--- src/rtl/dual_port_ram_fifo_ctrl_if.sv ---
// Request/status bundle between a FIFO user, the pointer controller and the dual-port RAM.
// The controller takes the slave side; the producer/consumer (and RAM hookup) takes the master side.
interface dual_port_ram_fifo_ctrl_if #(
    parameter int unsigned ADDR_WIDTH = 10
);
    logic                  wr;
    logic                  rd;
    logic                  we;
    logic [ADDR_WIDTH-1:0] w_addr;
    logic [ADDR_WIDTH-1:0] r_addr;
    logic                  rd_valid;
    logic                  full;
    logic                  empty;
    logic                  almost_full;
    logic                  almost_empty;
    logic [ADDR_WIDTH:0]   count;
    logic                  overflow;
    logic                  underflow;

    modport master (
        output wr, rd,
        input  we, w_addr, r_addr, rd_valid, full, empty,
               almost_full, almost_empty, count, overflow, underflow
    );

    modport slave (
        input  wr, rd,
        output we, w_addr, r_addr, rd_valid, full, empty,
               almost_full, almost_empty, count, overflow, underflow
    );
endinterface

--- src/rtl/dual_port_ram_fifo_ctrl.sv ---
// Pointer/flag controller turning a dual-port RAM with registered old-data read into a FIFO.
// Drives RAM write enable and addresses; status flags and rd_valid are registered.
module dual_port_ram_fifo_ctrl #(
    parameter int unsigned ADDR_WIDTH      = 10,
    parameter int unsigned ALMOST_FULL_TH  = 2**ADDR_WIDTH - 4,
    parameter int unsigned ALMOST_EMPTY_TH = 4
) (
    input logic                      clk,
    input logic                      reset,
    dual_port_ram_fifo_ctrl_if.slave bus
);
    localparam int unsigned PW = ADDR_WIDTH + 1;
    localparam logic [PW-1:0] AF_TH = PW'(ALMOST_FULL_TH);
    localparam logic [PW-1:0] AE_TH = PW'(ALMOST_EMPTY_TH);

    logic [PW-1:0] w_ptr, r_ptr, count;
    logic [PW-1:0] w_ptr_nxt, r_ptr_nxt, count_nxt;
    logic          full, empty, almost_full, almost_empty;
    logic          full_nxt, empty_nxt, almost_full_nxt, almost_empty_nxt;
    logic          rd_valid, overflow, underflow;
    logic          overflow_nxt, underflow_nxt;
    logic          rd_ok, wr_ok;

    // Acceptance and next-state; a pop frees the slot a simultaneous push needs when full.
    always_comb begin
        rd_ok         = bus.rd & ~empty;
        wr_ok         = bus.wr & (~full | rd_ok);
        w_ptr_nxt     = w_ptr;
        r_ptr_nxt     = r_ptr;
        count_nxt     = count;
        overflow_nxt  = overflow;
        underflow_nxt = underflow;

        if (wr_ok) w_ptr_nxt = w_ptr + PW'(1);
        if (rd_ok) r_ptr_nxt = r_ptr + PW'(1);

        case ({wr_ok, rd_ok})
            2'b10:   count_nxt = count + PW'(1);
            2'b01:   count_nxt = count - PW'(1);
            default: count_nxt = count;
        endcase

        if (bus.wr & ~wr_ok) overflow_nxt  = 1'b1;
        if (bus.rd & ~rd_ok) underflow_nxt = 1'b1;

        // Full/empty from the wrap bit so they need no extra compare against depth.
        full_nxt         = (w_ptr_nxt[PW-1] != r_ptr_nxt[PW-1]) &&
                           (w_ptr_nxt[PW-2:0] == r_ptr_nxt[PW-2:0]);
        empty_nxt        = (w_ptr_nxt == r_ptr_nxt);
        almost_full_nxt  = (count_nxt >= AF_TH);
        almost_empty_nxt = (count_nxt <= AE_TH);
    end

    always_ff @(posedge clk or posedge reset) begin
        if (reset) begin
            w_ptr        <= '0;
            r_ptr        <= '0;
            count        <= '0;
            full         <= 1'b0;
            empty        <= 1'b1;
            almost_full  <= 1'b0;
            almost_empty <= 1'b1;
            rd_valid     <= 1'b0;
            overflow     <= 1'b0;
            underflow    <= 1'b0;
        end else begin
            w_ptr        <= w_ptr_nxt;
            r_ptr        <= r_ptr_nxt;
            count        <= count_nxt;
            full         <= full_nxt;
            empty        <= empty_nxt;
            almost_full  <= almost_full_nxt;
            almost_empty <= almost_empty_nxt;
            rd_valid     <= rd_ok;
            overflow     <= overflow_nxt;
            underflow    <= underflow_nxt;
        end
    end

    assign bus.we           = wr_ok;
    assign bus.w_addr       = w_ptr[PW-2:0];
    assign bus.r_addr       = r_ptr[PW-2:0];
    assign bus.rd_valid     = rd_valid;
    assign bus.full         = full;
    assign bus.empty        = empty;
    assign bus.almost_full  = almost_full;
    assign bus.almost_empty = almost_empty;
    assign bus.count        = count;
    assign bus.overflow     = overflow;
    assign bus.underflow    = underflow;
endmodule

--- src/flat_wrapper.sv ---
// flat-port wrapper written by rule: the top's interface ports become plain ports
module dual_port_ram_fifo_ctrl_flat 
#(
    parameter int unsigned ADDR_WIDTH      = 10,
    parameter int unsigned ALMOST_FULL_TH  = 2**ADDR_WIDTH - 4,
    parameter int unsigned ALMOST_EMPTY_TH = 4
)
  (clk, reset, bus_wr, bus_rd, bus_we, bus_w_addr, bus_r_addr, bus_rd_valid, bus_full, bus_empty, bus_almost_full, bus_almost_empty, bus_count, bus_overflow, bus_underflow);
  dual_port_ram_fifo_ctrl_if #(.ADDR_WIDTH(ADDR_WIDTH)) bus_i ();
  input logic clk;
  input logic reset;
  input wire logic [$bits(bus_i.wr)-1:0] bus_wr;
  input wire logic [$bits(bus_i.rd)-1:0] bus_rd;
  output wire logic [$bits(bus_i.we)-1:0] bus_we;
  output wire logic [$bits(bus_i.w_addr)-1:0] bus_w_addr;
  output wire logic [$bits(bus_i.r_addr)-1:0] bus_r_addr;
  output wire logic [$bits(bus_i.rd_valid)-1:0] bus_rd_valid;
  output wire logic [$bits(bus_i.full)-1:0] bus_full;
  output wire logic [$bits(bus_i.empty)-1:0] bus_empty;
  output wire logic [$bits(bus_i.almost_full)-1:0] bus_almost_full;
  output wire logic [$bits(bus_i.almost_empty)-1:0] bus_almost_empty;
  output wire logic [$bits(bus_i.count)-1:0] bus_count;
  output wire logic [$bits(bus_i.overflow)-1:0] bus_overflow;
  output wire logic [$bits(bus_i.underflow)-1:0] bus_underflow;
  assign bus_i.wr = bus_wr;
  assign bus_i.rd = bus_rd;
  assign bus_we = bus_i.we;
  assign bus_w_addr = bus_i.w_addr;
  assign bus_r_addr = bus_i.r_addr;
  assign bus_rd_valid = bus_i.rd_valid;
  assign bus_full = bus_i.full;
  assign bus_empty = bus_i.empty;
  assign bus_almost_full = bus_i.almost_full;
  assign bus_almost_empty = bus_i.almost_empty;
  assign bus_count = bus_i.count;
  assign bus_overflow = bus_i.overflow;
  assign bus_underflow = bus_i.underflow;
  dual_port_ram_fifo_ctrl #(.ADDR_WIDTH(ADDR_WIDTH), .ALMOST_FULL_TH(ALMOST_FULL_TH), .ALMOST_EMPTY_TH(ALMOST_EMPTY_TH)) u_core (.clk(clk), .reset(reset), .bus(bus_i));
endmodule
--- config.mk ---
export PLATFORM = sky130hd
export DESIGN_NAME = dual_port_ram_fifo_ctrl_flat
export DESIGN_NICKNAME = d
export VERILOG_FILES = /design/src/rtl/dual_port_ram_fifo_ctrl_if.sv /design/src/rtl/dual_port_ram_fifo_ctrl.sv /design/src/flat_wrapper.sv
export SDC_FILE = /design/constraint.sdc
export NUM_CORES = 1
export LEC_CHECK = 0
export ABC_AREA = 1
export CORE_MARGIN = 4
export CORE_UTILIZATION = 50
export CTS_CLUSTER_DIAMETER = 60
export DETAILED_ROUTE_END_ITERATION = 10
export PLACE_DENSITY = 0.77
export SYNTH_ARGS = -nofsm -noshare
export SYNTH_HDL_FRONTEND = slang
export SYNTH_SLANG_ARGS = --single-unit
--- constraint.sdc ---
create_clock -name clk -period 2.4 [get_ports clk]
set_clock_uncertainty 0.15 [all_clocks]
set_input_delay 0.48 -clock clk [delete_from_list [all_inputs] [get_ports clk]]
set_output_delay 0.48 -clock clk [all_outputs]
set_load 0.01 [all_outputs]
==> qor.yml, run 1 <==
yosys:
  yosysWarningCount: 0
  ys_seq_area_share_pct: 31.8
  synth_largest_type_area_fraction_pct: 30.1
  count_of_state_elements_after_synthesis: 40
  avgSynthCellArea_um2: 6.52
  synthCells: 484
  synth.distinct_cells: 35
  synthesis.area_um2: 3160
  syn_nets: 495
  ys_top_cells_by_area: "sky130_fd_sc_hd__dfrtp_1, sky130_fd_sc_hd__nand2_1, sky130_fd_sc_hd__inv_1, sky130_fd_sc_hd__nand3_1, sky130_fd_sc_hd__buf_4"
  leading_area_contributor_after_synthesis: "sky130_fd_sc_hd__dfrtp_1"
critical_path:
  cpMostUsedCell: "sky130_fd_sc_hd__nand2_4"
  worst-r2r-setup-slack_ns: -0.23
  critical_path_required_ns: 2.48
  setup.worst_path.start_class: "flop"
  critical_path.max_fanout: 4
  crit_path_cell_trace: "inv_2 -> nand2_4 -> nand2_4 -> nand2_4 -> ha_4 -> buf_6 -> nand2_4 -> inv_4 -> nor2_4 -> ha_4 -> inv_2 -> nand2_4 -> nor2_2 -> o22ai_2 -> buf_4 -> o21ai_2 -> nand3_1 -> nor2_1 -> nand4_1 -> nor2_1"
  worst-endpoint-arrival_ns: 2.71
  critical_path_buf_inv_count: 5
  worst_path_max_delay_cell: "sky130_fd_sc_hd__dfstp_2"
  critical_path.max_stage_delay_ns: 0.55
  worst-setup-path-type: "flop to flop"
  timing.critical_path.to_type: "flop"
  timing.critical_path.max_delay_family: "simple AND/OR/NAND/NOR gates"
place:
  placed_cell_area_um2: 3850
  dp.cells: 616
  port-buffer-count: 42
  routabilityCongestion: 0.909
  detailedPlace.worstSlack_ns: -0.677
  detailedPlacementHpwl_um: 6170
die:
  initial_utilization_pct: 52.4
  placeableCoreArea_um2: 6030
  chipHeight_um: 87.5
  die-area_um2: 7650
  die-width_um: 87.5
  io_pins: 43
  fp-row-count: 28
detailed_routing:
  vias: 3308
  drcViolationCount: 0
  drt-pass1-iter-count: 4
  route.detailed.wl_per_inst_um: 14.3
  finalWirelength_um: 9100
  avgViaCountPerCell: 5.19
  detailedRoute.firstIterationViolations: 106
  route.antenna.remaining_nets: 0
timing:
  worst_pin_slew_ns: 0.523
  fraction_of_the_cycle_the_final_worst_path_needs_pct: 110
  fin_ws_ns: -0.230
  finalHoldViolCount: 0
  timing.max_slew.rel_slack_pct: 65.2
  timing.final.crit_period_ns: 2.63
  timing.setup.tns_ns: -0.725
  setup-violations-final: 5
  slew_viol_final: 0
  unrepaired_setup_endpoints_after_global_routing: "yes"
  max_freq_mhz: 380
pwr:
  cellInternalPower_mw: 2.73
  p_comb_share_pct: 65.6
  power.share.clock_pct: 8.7
  netSwitchingPower_mw: 2.51
  power.static_leakage_nw: 2.27
  sequentialPowerShare_pct: 25.7
  vdd_ir_drop_max_mv: 0.680
  swShare_pct: 47.9
  power_density_over_the_cells_nw_per_um2: 1200
clocking:
  cts-hold-fix-buffers: 0
  cts_buffers: 5
  clkLatencyLatePin_ns: 0.30
  tritoncts: "yes"
  cts.htree.levels: 2
  clk_pin_slew_worst_paths_ns: 0.09
  ctsRootBufferMaster: "sky130_fd_sc_hd__clkbuf_8"
  buffer_levels_on_the_longest_clock_path: 2
  clock_sink_count: 40
final_layout:
  num-nets-final: 572
  syn2layout_area_growth_pct: 38.0
  filler_cell_count: 485
  n_antenna_cell: 0
  stdcell_area_um2: 4360
  layout.area.seq_um2: 1000
  multi_input_comb_area_um2: 1940
  fin_util_pct: 72.3
  share_of_cells_above_drive_strength_1_pct: 29.2
  finish.cell_count_without_fillers: 637
grt:
  global_route.usage.total_pct: 23.9
  gr-total-overflow: 0
  number_of_antenna_violations_at_the_first_check_in_global_routing: 0
  grt_pass1_wl_um: 14600
  pin_count_of_the_biggest_net_entering_global_routing: 41
  grt_pass1_vias: 3346
worst_hold_path:
  hp-class: "flop to flop"
outcome:
  status: "finished, violations left"
  failed_checks: "negative setup slack"
run:
  drv_cap: 0
final cells by class:
class / instances / area share [%]
timing repair inverter: 1 / 0.144
clock inverter: 3 / 0.488
timing repair buffer: 98 / 21.3
multi-input combinational: 339 / 44.5
clock buffer: 5 / 1.58
tap: 75 / 2.15
sequential: 40 / 23.0
inverter: 76 / 6.78
logic make-up (layout without fill, tap and decap cells):
logic type      count (synthesis)  after routing  share of synthesized area (%)
compound gates                 26             26                           4.60
xor+xnor                       12             12                           3.57
fa+ha+maj                       7              7                           2.77
buf+inv                       105            183                           16.3
flops                          40             40                           31.8
simple gates                  294            294                           41.0
timing repair:
| item | 4_1_cts | 5_1_grt |
|---|---|---|
| pin swaps | 27 | 24 |
| gates resized for setup | 42 | 42 |
| setup buffers | 10 | 2 |
| cloned | 2 | 0 |
| setup endpoints to repair | 12 | 10 |
| hold endpoints to repair | 0 | 0 |
placed cells by master (no fill, tap or decap), types with 2 or more instances in the layout:
cell and instances:
sky130_fd_sc_hd__dfrtp_1 38, sky130_fd_sc_hd__a21oi_2 2, sky130_fd_sc_hd__xnor2_1 5, sky130_fd_sc_hd__buf_12 4, sky130_fd_sc_hd__nand3_4 2, sky130_fd_sc_hd__dlygate4sd2_1 3
sky130_fd_sc_hd__nor3_2 2, sky130_fd_sc_hd__clkdlybuf4s50_1 39, sky130_fd_sc_hd__nand2_1 146, sky130_fd_sc_hd__nand3_2 12, sky130_fd_sc_hd__nand2_4 12, sky130_fd_sc_hd__nand4_1 6
sky130_fd_sc_hd__inv_2 6, sky130_fd_sc_hd__buf_6 6, sky130_fd_sc_hd__inv_4 2, sky130_fd_sc_hd__nor2_1 26, sky130_fd_sc_hd__dfstp_2 2, sky130_fd_sc_hd__o21ai_2 2
sky130_fd_sc_hd__inv_1 68, sky130_fd_sc_hd__nand3_1 35, sky130_fd_sc_hd__o21ai_0 10, sky130_fd_sc_hd__clkbuf_8 5, sky130_fd_sc_hd__nand2_2 31, sky130_fd_sc_hd__nor3_1 2
sky130_fd_sc_hd__a21oi_1 4, sky130_fd_sc_hd__buf_4 45, sky130_fd_sc_hd__o21ai_1 2, sky130_fd_sc_hd__nor2_2 12, sky130_fd_sc_hd__nor2_4 4, sky130_fd_sc_hd__ha_4 3
sky130_fd_sc_hd__ha_1 3, sky130_fd_sc_hd__xor2_1 6
synth_stat cells (all sizes together):
library cell / count
a31o: 1
nor3: 4
or2: 2
nor2: 42
ha: 7
a21oi: 6
dfrtp: 38
o21bai: 1
inv: 76
nand3: 49
a21o: 1
buf: 29
dfstp: 2
nand2: 189
o22ai: 2
xnor2: 5
nand4: 6
o21ai: 15
nand3b: 2
xor2: 7
registers in the layout, summed over array words and instances (netlist names):
name / count
u_core.bus.almost_full: 1
u_core.bus.full: 1
u_core.w_ptr: 11
u_core.bus.empty: 1
u_core.bus.count: 11
u_core.r_ptr: 11
u_core.bus.underflow: 1
u_core.bus.almost_empty: 1
u_core.bus.rd_valid: 1
u_core.bus.overflow: 1
power groups by stage:
| stage | registers (mW) | clock network, mW | logic, mW |
|---|---|---|---|
| 2_1_floorplan | 1.29 | 0 | 1.86 |
| 3_3_place_gp | 1.32 | 0 | 2.84 |
| 3_5_place_dp | 1.34 | 0 | 2.92 |
| 4_1_cts | 1.33 | 0.469 | 3.14 |
| 5_1_grt | 1.40 | 0.496 | 3.78 |
| 6_report | 1.35 | 0.459 | 3.44 |
layer usage:
metal,GRT usage (%),wire [µm],vias to the layer above
li1,-,-,1628
met1,26.8,3470,1571
met2,45.3,5060,83
met3,3.50,310,26
met4,8.79,262,0
met5,0,0,-
stage by stage:
stage	hold slack, ns	power, mW
floorplan	0.343	3.15
global placement	0.289	4.16
detailed placement	0.320	4.26
CTS	0.340	4.95
global route	0.363	5.68
finish	0.336	5.24
worst paths after layout:
path                                                      start  cells after the start                                 to
worst max-delay path                 u_core.bus.empty$_DFF_PP1_                     20  u_core.bus.almost_empty$_DFF_PP1_
worst min-delay path            u_core.bus.overflow$_DFFE_PP0P_                      1    u_core.bus.overflow$_DFFE_PP0P_
worst max register to register       u_core.bus.empty$_DFF_PP1_                     20  u_core.bus.almost_empty$_DFF_PP1_
worst min register to register  u_core.bus.overflow$_DFFE_PP0P_                      1    u_core.bus.overflow$_DFFE_PP0P_
max in group asynchronous                                 reset                      3      u_core.bus.count[1]$_DFF_PP0_
min in group asynchronous                                 reset                      3    u_core.bus.overflow$_DFFE_PP0P_
Power figures use the tool's default switching activity.
==> inputs of run 2 (changes only) <==
Settings changed: CAP_MARGIN from default to 20.
==> results of run 2 <==
No change in the layout: final DEF, timing and power equal those of run 1.
